<file path="src/rtl/cnt_down_timer.sv">
// Loadable down-counter timer with pause, abort and one-cycle done pulse.
// Define TIMER_RELOAD_EN for periodic auto-reload; default build is one-shot.
module cnt_down_timer #(
    parameter int WIDTH = 4
) (
    input  logic             clk,
    input  logic             rst,
    input  logic             start,
    input  logic [WIDTH-1:0] load_val,
    input  logic             pause,
    input  logic             stop,
    output logic [WIDTH-1:0] cnt_val,
    output logic             busy,
    output logic             done
);

    typedef enum logic [1:0] {
        IDLE = 2'b00,
        RUN  = 2'b01,
        DONE = 2'b10
    } state_t;

    localparam logic [WIDTH-1:0] ZERO_C = {WIDTH{1'b0}};
    localparam logic [WIDTH-1:0] ONE_C  = {{(WIDTH-1){1'b0}}, 1'b1};

    state_t           state_r, state_nxt_s;
    logic [WIDTH-1:0] cnt_r, cnt_nxt_s;
    logic             busy_r, done_r;
    logic             reload_hit_s;
`ifdef TIMER_RELOAD_EN
    logic [WIDTH-1:0] reload_r, reload_nxt_s;
`endif

    // Next-state and next-count decode; stop > start > pause > decrement
    always_comb begin
        state_nxt_s  = state_r;
        cnt_nxt_s    = cnt_r;
        reload_hit_s = 1'b0;
`ifdef TIMER_RELOAD_EN
        reload_nxt_s = reload_r;
`endif
        case (state_r)
            IDLE: begin
                if (stop) begin
                    state_nxt_s = IDLE;
                end else if (start) begin
`ifdef TIMER_RELOAD_EN
                    reload_nxt_s = load_val;
`endif
                    if (load_val != ZERO_C) begin
                        state_nxt_s = RUN;
                        cnt_nxt_s   = load_val;
                    end else begin
                        state_nxt_s = DONE;
                        cnt_nxt_s   = ZERO_C;
                    end
                end else begin
                    state_nxt_s = IDLE;
                end
            end
            RUN: begin
                if (stop) begin
                    state_nxt_s = IDLE;
                    cnt_nxt_s   = ZERO_C;
                end else if (pause) begin
                    cnt_nxt_s = cnt_r;
                end else if (cnt_r == ONE_C) begin
`ifdef TIMER_RELOAD_EN
                    cnt_nxt_s    = reload_r;
                    reload_hit_s = 1'b1;
`else
                    cnt_nxt_s   = ZERO_C;
                    state_nxt_s = DONE;
`endif
                end else if (cnt_r != ZERO_C) begin
                    cnt_nxt_s = cnt_r - ONE_C;
                end else begin
                    // a zero count in RUN is unreachable; recover to IDLE
                    state_nxt_s = IDLE;
                    cnt_nxt_s   = ZERO_C;
                end
            end
            DONE: begin
                state_nxt_s = IDLE;
                if (stop) begin
                    cnt_nxt_s = ZERO_C;
                end else begin
                    cnt_nxt_s = cnt_r;
                end
            end
            default: begin
                state_nxt_s = IDLE;
                cnt_nxt_s   = ZERO_C;
            end
        endcase
    end

    // State, count and output registers; busy/done registered from next state
    always_ff @(posedge clk or posedge rst) begin
        if (rst) begin
            state_r <= IDLE;
            cnt_r   <= ZERO_C;
            busy_r  <= 1'b0;
            done_r  <= 1'b0;
        end else begin
            state_r <= state_nxt_s;
            cnt_r   <= cnt_nxt_s;
            busy_r  <= (state_nxt_s == RUN);
            done_r  <= (state_nxt_s == DONE) | reload_hit_s;
        end
    end

`ifdef TIMER_RELOAD_EN
    // Period register captured when a start is accepted
    always_ff @(posedge clk or posedge rst) begin
        if (rst) begin
            reload_r <= ZERO_C;
        end else begin
            reload_r <= reload_nxt_s;
        end
    end
`endif

    assign cnt_val = cnt_r;
    assign busy    = busy_r;
    assign done    = done_r;

endmodule
</file>
<file path="config.mk">
export PLATFORM = sky130hd
export DESIGN_NAME = cnt_down_timer
export DESIGN_NICKNAME = d
export VERILOG_FILES = /design/src/rtl/cnt_down_timer.sv
export SDC_FILE = /design/constraint.sdc
export NUM_CORES = 1
export LEC_CHECK = 0
export ABC_AREA = 1
export CAP_MARGIN = 10
export CORE_AREA = 2 2 39 41
export CTS_CLUSTER_SIZE = 24
export DETAILED_ROUTE_END_ITERATION = 10
export DIE_AREA = 0 0 41 43
export PLACE_DENSITY = 0.65
export SYNTH_ARGS = -nofsm -noshare
export SYNTH_HDL_FRONTEND = slang
export SYNTH_SLANG_ARGS = --single-unit
</file>
<file path="constraint.sdc">
create_clock -name clk -period 1.4 [get_ports clk]
set_input_delay 0.28 -clock clk [delete_from_list [all_inputs] [get_ports clk]]
set_output_delay 0.28 -clock clk [all_outputs]
set_load 0.01 [all_outputs]
</file>
==> impl_metrics.toml <==
[global_routing]
grtUsageTotal = 0.1646
grt_pass1_wl_um = 1911
grt_util_met1 = 0.1873
grt_overflow = 0
grt_max_degree = 9
use_met2 = 0.2531
grt_util_met3 = 0.06806
antenna_found_initial = 0
busiest_layer = "met2"
grt_pass1_vias = 496

[worst_setup_path]
path_cells = "dlygate4sd2_1"
r2r_end = "busy$_DFF_PP0_"
r2r-start = "cnt_val[0]$_DFFE_PP0P_"
cp_data_required_time_ns = 1.12
max_stage_delay_ns = 0.41
critPathMaxFanout = 5
critPathBufInv = 1
slowest_stage = "dfrtp_1"
path_delay_family = "flip-flops"
critPathArrivalTime_ns = 0.97
crit_type = "reg2out"
reg2reg_depth = 5
cp-end-kind = "output port"
rrSetupSlack_ns = 0.16
startpoint_type = "flop"

[place]
port_buffers = 14
place_congestion = 0.7749
place_hpwl_um = 958.9
pre_cts_slack_ns = 0.01770

[cts]
root_buffer = "clkbuf_4"
cts_tree = "yes"
htree_levels = 1
numCtsBuffers = 3
clk_pin_slew_ns = 0.06
cts_sinks = 8
clk_path_buf_depth = 2
hold_buffers = 0
insertion_delay_ns = 0.26

[synthesis]
synth_area_sq_um = 488.0
ys_ff_latch = 8
synth-edff-count = 0
ys.flop_type = "dfrtp_1"
syn_nets = 77
synthTopCellsByCount = "nand2_1, dfrtp_1, nand3_1, nor2_1"
synth_top_area_frac = 0.4103
asyncSetResetFlopFracSynth = 1.000
post_synth_inst_count = 68
synthDistinctLibCells = 16
syn_area_per_cell_sq_um = 7.176
synth_seq_area_share = 0.4103
yosysWarningCount = 0
synth_area_leaders = "dfrtp_1, nand2_1, nand3_1"
synth_area_leader_cell = "dfrtp_1"
yosysMostFrequentCell = "nand2_1"

[timing]
worst_clock_skew_ns = 0.01190
max_freq_mhz = 802.2
setup_viol_count_final = 0
fin_crit_ns = 1.247
rsz0062_at_grt = "false"
tightest_slew_ns = 0.3096
fin_crit_sh = 0.8904
setup_slack_ns = 0.1535
hold_viol = 0
final_max_slew_viol_count = 0
tns_ns = 0
max_slew_margin = 0.7934

[detailed_routing]
drt-initial-drc-count = 12
drt.antenna.violating_nets = 0
via_per_inst = 4.785
firstDrtPassIters = 4
wl_per_cell_um = 10.95
routed_wl_um = 1172
vias = 512
drc_errors = 0

[layout]
num_antenna_cells = 0
final.fill_count = 140
area_growth_pct = 45.13
drive_gt1_frac = 0.2308
nNetsFinal = 102

[floorplanning]
start_util = 0.3526
core_sq_um = 1384
die_w_um = 41
std_cell_rows = 14
dieArea_sq_um = 1763
io_pins = 15
die_y_um = 43

[outcome]
outcome = "finished clean"

[power]
power_density_nw_per_um2 = 1349
peakVddDrop_v = 0.0006725
p_leak_nw = 0.3916

[hold_path]
min_path_type = "in2async"

[flow_run]
maxCapViolCount = 0
-- repair_timing --
action,4_1_cts,5_1_grt
gates resized for setup,6,0
setup endpoints to repair,6,0
hold endpoints to repair,0,0
buffers inserted,1,0
-- per-stage QoR --
step	util	std cells	cell area [sq um]	total power [mW]	hold WS [ns]
after global placement	0.4955	103	685.7	0.7910	0.5129
after CTS	0.5118	107	708.2	0.9694	0.2695
after floorplan	-	68	488.0	0.5900	0.09566
final	0.5118	107	708.2	0.9554	0.2601
after detailed placement	0.4955	103	685.7	0.7980	0.5151
after global routing	0.5118	107	708.2	1.033	0.2923
-- cells in the final DEF, fill, tap and decap left out, drive strengths merged --
cell,synthesis,final
nand4,1,1
a21oi,1,1
o211ai,1,1
nand2,30,30
inv,9,9
clkdlybuf4s50,0,8
clkbuf,0,3
nand3,8,8
o22ai,2,2
dlygate4sd2,0,6
nor2,6,6
o21ai,2,2
buf,0,6
dfrtp,8,8
-- sequential cells by signal (all words and copies together), names as in the netlist --
name / cells
cnt_val: 4
busy: 1
done: 1
state_r: 2
-- power by group --
group | switching [mW] | internal [mW] | leakage [nW] | total (mW)
Sequential | 0.0382 | 0.284 | 0.104 | 0.323
Combinational | 0.260 | 0.192 | 0.274 | 0.452
Clock | 0.0829 | 0.0984 | 0.0138 | 0.181
Total | 0.381 | 0.575 | 0.392 | 0.955
-- kinds of logic after synthesis --
logic type             Yosys count  share of synthesized area
AOI/OAI and AO/OA                6                    0.08203
DFF                              8                     0.4103
and+or+nand+nor                 45                     0.4334
buffers and inverters            9                    0.07435
-- worst register-to-register path, stage by stage (launching register included) --
cell and delay [ns]:
dfrtp_1 0.37, buf_4 0.15, nor2_1 0.17, nand2_1 0.14, o211ai_2 0.18, o21ai_1 0.10
-- worst max path at each step --
stage / startpoint / end / slack (ns) / cells past startpoint
finish: cnt_val[1]$_DFFE_PP0P_ / cnt_val[1] / 0.15 / 1
global placement: stop / cnt_val[1]$_DFFE_PP0P_ / 0.04 / 9
detailed placement: stop / cnt_val[1]$_DFFE_PP0P_ / 0.02 / 9
CTS: cnt_val[1]$_DFFE_PP0P_ / cnt_val[1] / 0.14 / 1
floorplan: cnt_val[1]$_DFFE_PP0P_ / busy$_DFF_PP0_ / 0.36 / 4
global route: cnt_val[0]$_DFFE_PP0P_ / busy$_DFF_PP0_ / 0.07 / 5
-- layer usage --
layer,share of wire,vias up,wire length (um)
li1,-,266,-
met1,0.42,230,489
met2,0.52,11,604
met3,0.044,5,52
met4,0.021,0,25
met5,0,-,0
-- layout make-up --
| type | instances | area (sq um) | share of cell area |
|---|---|---|---|
| Sequential cell | 8 | 200.2 | 0.2827 |
| Timing Repair Buffer | 20 | 177.7 | 0.2509 |
| Multi-Input combinational cell | 51 | 251.5 | 0.3551 |
| Clock buffer | 3 | 22.52 | 0.03180 |
| Tap cell | 16 | 20.02 | 0.02827 |
| Inverter | 9 | 36.28 | 0.05124 |
Note: power is estimated with default switching activity, not from simulation.
